<file path="src/rtl/sha256_msg_schedule.sv">
// SHA-256 message schedule: expands one 512-bit block into ROUNDS round words.
// Ports: blk_* block handshake in, w_* word stream out, busy while streaming.
module sha256_msg_schedule #(
  parameter int ROUNDS = 64
) (
  input  logic         clk,
  input  logic         rst,
  input  logic         blk_valid,
  output logic         blk_ready,
  input  logic [511:0] blk_data,
  output logic         w_valid,
  input  logic         w_ready,
  output logic [31:0]  w_data,
  output logic [5:0]   w_index,
  output logic         w_last,
  output logic         busy
);

  typedef enum logic {
    IDLE,
    STREAM
  } state_t;

  localparam logic [5:0] LAST = 6'(ROUNDS - 1);

  state_t      state;
  logic [31:0] win [16];
  logic [31:0] w_next;
  logic        accept;
  logic        xfer;

  function automatic logic [31:0] s0(input logic [31:0] x);
    return {x[6:0], x[31:7]} ^ {x[17:0], x[31:18]} ^ (x >> 3);
  endfunction

  function automatic logic [31:0] s1(input logic [31:0] x);
    return {x[16:0], x[31:17]} ^ {x[18:0], x[31:19]} ^ (x >> 10);
  endfunction

  // Ready drops combinationally with rst so nothing is taken during reset.
  assign blk_ready = (state == IDLE) && !rst;
  assign accept    = blk_valid && blk_ready;
  assign xfer      = w_valid && w_ready;
  assign w_data    = win[0];

  // win[0] holds W[t]; this forms W[t+16].
  assign w_next = s1(win[14]) + win[9] + s0(win[1]) + win[0];

  always_ff @(posedge clk) begin
    if (rst) begin
      state   <= IDLE;
      w_valid <= 1'b0;
      w_index <= 6'd0;
      w_last  <= 1'b0;
      busy    <= 1'b0;
      for (int i = 0; i < 16; i++) begin
        win[i] <= 32'd0;
      end
    end else begin
      case (state)
        IDLE: begin
          if (accept) begin
            for (int i = 0; i < 16; i++) begin
              win[i] <= blk_data[511-32*i -: 32];
            end
            state   <= STREAM;
            w_valid <= 1'b1;
            busy    <= 1'b1;
            w_index <= 6'd0;
            w_last  <= 1'b0;
          end
        end
        STREAM: begin
          if (xfer) begin
            if (w_last) begin
              state   <= IDLE;
              w_valid <= 1'b0;
              busy    <= 1'b0;
              w_index <= 6'd0;
              w_last  <= 1'b0;
            end else begin
              for (int i = 0; i < 15; i++) begin
                win[i] <= win[i+1];
              end
              win[15] <= w_next;
              w_index <= w_index + 6'd1;
              w_last  <= (w_index + 6'd1) == LAST;
            end
          end
        end
        default: state <= IDLE;
      endcase
    end
  end

endmodule

</file>
<file path="config.mk">
export PLATFORM = sky130hd
export DESIGN_NAME = sha256_msg_schedule
export DESIGN_NICKNAME = d
export VERILOG_FILES = /design/src/rtl/sha256_msg_schedule.sv
export SDC_FILE = /design/constraint.sdc
export NUM_CORES = 1
export LEC_CHECK = 0
export ABC_CLOCK_PERIOD_IN_PS = 18470
export BUFFER_PORTS_ARGS = -buffer_cell sky130_fd_sc_hd__buf_2
export CORE_MARGIN = 8
export CORE_UTILIZATION = 60
export DETAILED_ROUTE_END_ITERATION = 12
export GPL_TIMING_DRIVEN = 0
export PLACE_DENSITY = 0.87
export SLEW_MARGIN = 0
export SYNTH_ARGS = -nofsm -noshare
export SYNTH_HDL_FRONTEND = slang
export SYNTH_SLANG_ARGS = --single-unit
</file>
<file path="constraint.sdc">
create_clock -name clk -period 18.47 [get_ports clk]
set_clock_uncertainty 0.2 [all_clocks]
set_input_delay 2.7705 -clock clk [delete_from_list [all_inputs] [get_ports clk]]
set_output_delay 2.7705 -clock clk [all_outputs]
set_load 0.1 [all_outputs]
</file>
## After elaboration in Yosys (flattened, before gate mapping)

Memory sizes are Yosys's and may differ from the RTL's.
Index checks and enable logic that the tools add are counted.

- Flip-flop bits (word level): 9
- Bits in writable memories: 512
- Bits of input ports: 516
- Output and inout port bits: 42
- Logic and storage cells: 113
- Memories kept: 1

- Add/sub/neg operators: 4
- Equality and inequality tests: 4
- Multiplexer cells: 57
- Bitwise logic cells: 37
- Reduce and logical (&&, ||, !) cells: 6

Memory list:

| name | depth | bits a word | rd ports | clocked after memory_dff | wr ports | RTL line | text |
|---|---|---|---|---|---|---|---|
| win | 16 | 32 | 16 | 0 | 16 | 27 | `logic [31:0] win [16];` |

Operators by type and width:

| operator | number |
|---|---|
| $mux W32 | 32 |
| $add A32 B32 Y32 | 3 |
| $xor A32 B32 Y32 | 2 |
| $or A1 B1 Y1 | 32 |
| $xor A32 B22 Y32 | 1 |
| $xor A32 B29 Y32 | 1 |
| $mux W1 | 18 |
| $mux W6 | 3 |
| $pmux W6 S2 | 1 |
| $add A6 B1 Y6 const B | 1 |
| $eq A6 B6 Y1 const B | 1 |
| $pmux W1 S2 | 3 |
| $ne A2 B2 Y1 const B | 2 |
| $logic_and A1 B1 Y1 | 3 |
| $reduce_and A3 Y1 | 1 |
| $ne A2 B1 Y1 const B | 1 |
| $reduce_and A2 Y1 | 1 |
| $logic_not A1 Y1 | 1 |
| $not A1 Y1 | 1 |

## Logic depth before layout (Yosys ltp)

- Depth in word-level cells: 9
- Mapped depth: 16
- Depth with buffers taken out: 16

## Worst setup path before layout

OpenSTA, ideal clock, no wires.

- Path type: input-to-reg
- Start point: input port rst
- End point: memory win[3][4], in the netlist win[0][100], enable pin
- Library setup time: 0.596 ns
- Arrival: 9.304 ns
- Data required time: 17.674 ns
- Path slack: 8.370 ns
- Stages: 4
- Path buffers: 1
- Cell sequence: clkbuf_1 nor2_1 nand2_1 nand2_1

RTL lines:

| item | RTL line | text |
|---|---|---|
| from (decl) | 7 | `input logic rst,` |
| to (decl) | 27 |  |

## Worst setup path in the final report

- Start point: input port rst
- End point: output port blk_ready

- Word-level cells in the longest chain between the ends: 2

RTL lines:

| item | RTL line | text |
|---|---|---|
| $logic_not A1 Y1 | 41 | `assign blk_ready = (state == IDLE) && !rst;` |
| $logic_and A1 B1 Y1 | 41 |  |
| to (decl) | 9 | `output logic blk_ready,` |

Every way passes these cells.

==> reports/qor.csv <==
stage,metric,value,unit
status,status,"finished, final reports clean",
synthesis,synthTopCellsByCount,"edfxtp_1, nand2_1, a22o_1, a21oi_1, inv_1",
global_route,grt_pass1_wl,147000,µm
clock_tree,tritoncts,built,
power_and_ir_drop,p_leak,13.4,nW
sta,setup_tns,0,ps
die,die_area,51000,µm²
clock_tree,cts_setup_buffers,0,
setup_path,crit_path_end_kind,primary output,
sta,finalSetupViolations,0,
worst_hold_path,hold-path-cell-count,1,
sta,slew-limit-headroom,24.7,%
sta,fmax,151,MHz
job,cap_violations,0,
routing,wl_per_cell,30.0,µm
power_and_ir_drop,p_sw_share,36.6,%
synthesis,synth-seq-area-share,58.9,%
die,rows,77,
synthesis,yosys_warnings,0,
setup_path,path_class,primary input to primary output,
global_route,grt_pass1_vias,21798,
power_and_ir_drop,finalPower,3.92,mW
clock_tree,ctsRootBufferMaster,clkbuf_16,
sta,finalCriticalPeriod,6630,ps
global_route,grt_remaining_overflow,0,
setup_path,ff2ff_setup_slack,13060,ps
clock_tree,path_clk_slew,60,ps
setup_path,reg2reg_from,win[0][473]$_DFFE_PP_,
synthesis,synth_edf_count,512,
synthesis,synth_top_flop_cell,edfxtp_1,
power_and_ir_drop,seqPwrFrac,37.9,%
place,dp_cells,3383,
power_and_ir_drop,p_comb_share,34.3,%
sta,fin_crit_sh,35.9,%
setup_path,rr_worst_depth,14,
sta,tightest_slew,1130,ps
die,core_area,43800,µm²
place,port_buffers,556,
routing,firstDrtPassIters,5,
power_and_ir_drop,clock_power_share,27.8,%
die,start_util,60.3,%
clock_tree,cts_resized,0,
worst_hold_path,hold_end,win[0][105]$_SDFFCE_PN0P_,
synthesis,postSynthAreaPerCell,11.9,µm²
synthesis,yosysTopAreaCell,edfxtp_1,
routing,drtAntennaViolNets,0,
sta,rsz0062_at_grt,false,
global_route,grt.busiest_layer,met2,
die,fp.dieH,226,µm
power_and_ir_drop,p_switching,1.43,mW
sta,hold_ws,324,ps
clock_tree,cts_buffers,51,
synthesis,synth_area_leaders,"edfxtp_1, a22o_1, nand2_1",
synthesis,ys_ff_latch,521,
synthesis,synth_most_common_cell,edfxtp_1,
routing,wl,105000,µm
worst_hold_path,worstHoldPathType,register to register,
power_and_ir_drop,internal_power,2.48,mW
sta,hold_viol,0,
global_route,globalRouteMet3Util,11.3,%
synthesis,synth.cell_area,26400,µm²
power_and_ir_drop,ir_worst_vdd,0.0846,mV
global_route,met2_usage,64.4,%
layout,drive_above_1_share,24.9,%
routing,vias_per_cell,6.31,
routing,drtIter0Drc,3224,
clock_tree,cts_sinks,521,
clock_tree,ctsLongestPathBuffers,3,
place,dpl.hpwl,83400,µm
layout,nets,3455,
die,die_w,226,µm
clock_tree,clock_latency,630,ps
die,num_io_pins,558,
layout,fin_cells,3495,
global_route,grt_max_degree,75,
worst_hold_path,hp-start,win[0][137]$_SDFFCE_PN0P_,
power_and_ir_drop,p_per_area,123,nW/µm²
synthesis,synth_top_area_share,58.2,%
sta,finalMaxSlewViolations,0,
synthesis,synthArstFlopShare,0,%
global_route,antenna_found_initial,23,
setup_path,critPathLaunchType,primary input,
layout,post-route-util,72.8,%
synthesis,synth.distinct_cells,61,
setup_path,required,15500,ps
global_route,grt_use_met1,47.7,%
layout,syn2layout_area_growth,20.7,%
synthesis,synth_fp_nets,2840,
clock_tree,ctsHoldBuffers,0,
synthesis,syn-instance-count,2229,
routing,drc,0,
setup_path,cp_max_fo,7,
global_route,grtUsageTotal,40.2,%
setup_path,r2r_end,win[0][501]$_DFFE_PP_,
place,globalplace.congestion,1.03,
clock_tree,cts_max_level,2,
routing,vias,22061,
setup_path,cp.arrival,3660,ps
==> layout by cell type, fill, tap and decap left out, types with 4 or more instances in the layout <==
cell type,n
buf_16,6
bufinv_16,7
a21oi_1,212
nor3_1,7
nor2b_1,4
edfxtp_1,512
clkinv_2,13
o211ai_1,7
ha_1,33
a211oi_1,7
xor2_1,20
and3_1,7
inv_1,155
clkinv_1,5
a22o_1,292
dfxtp_1,9
nand3b_1,7
clkbuf_1,119
clkbuf_16,51
buf_4,33
nand2_1,394
o21bai_1,4
a21o_1,8
nand4_1,7
a31oi_1,7
or3_1,4
nor2_1,40
buf_2,585
xnor2_1,115
o21ai_0,57
nand2b_1,7
fa_1,62
buf_1,5
diode_2,19
nand3_1,18
==> layer usage <==
metal | share of wire (%) | up-vias
li1 | - | 9315
met1 | 34 | 10539
met2 | 46 | 1797
met3 | 12 | 388
met4 | 7.8 | 22
met5 | 0.14 | -
==> stage by stage <==
stage | worst slack (ps) | area [µm²]
finish | 11840 | 31900
global route | 11780 | 31900
CTS | 11840 | 31900
detailed placement | 11840 | 30100
global placement | 7060 | 30000
floorplan | 8370 | 26400
==> worst max path at each step <==
| stage | from | to | slack [ps] | cells past startpoint |
|---|---|---|---|---|
| 3_3_place_gp | rst | win[0][247]$_SDFFCE_PN0P_ | 7060 | 4 |
| 2_1_floorplan | rst | win[0][100]$_SDFFCE_PN0P_ | 8370 | 4 |
| 4_1_cts | rst | blk_ready | 11840 | 3 |
| 6_report | rst | blk_ready | 11840 | 3 |
| 3_5_place_dp | rst | blk_ready | 11840 | 3 |
| 5_1_grt | rst | blk_ready | 11780 | 3 |
==> worst max-delay path: stages <==
cell      delay (ps)
clkbuf_1         210
nor2_1           220
buf_2            460
==> final cells by class <==
class	instances	area [µm²]
buffer	177	825
sequential	521	15600
clock inverter	33	413
antenna	19	47.5
fill	2928	11900
tap	592	741
multi-input combinational	1376	9490
clock buffer	60	1310
timing repair buffer	562	2950
inverter	155	582
==> sequential cells by signal, indices dropped and copies added, names as in the netlist <==
name / flops
busy: 1
state: 1
w_last: 1
win: 512
w_index: 6
==> power by group through the flow <==
stage / clock network (mW) / logic [mW] / registers [mW]
after global routing: 1.13 / 1.45 / 1.49
after floorplan: 0 / 0.857 / 1.49
after global placement: 0 / 1.28 / 1.52
after detailed placement: 0 / 1.29 / 1.51
final: 1.09 / 1.34 / 1.49
after CTS: 1.08 / 1.31 / 1.48
==> kinds of logic after synthesis <==
logic type               after synthesis  synth area share (%)
AO/OA/AOI/OAI                        628                  16.9
flip-flops                           521                  58.9
AND/OR/NAND/NOR                      518                  8.17
buffers and inverters                332                  5.32
XOR/XNOR                             135                  4.47
adder cells (fa/ha/maj)               95                  6.26
Power figures use the tool's default switching activity.
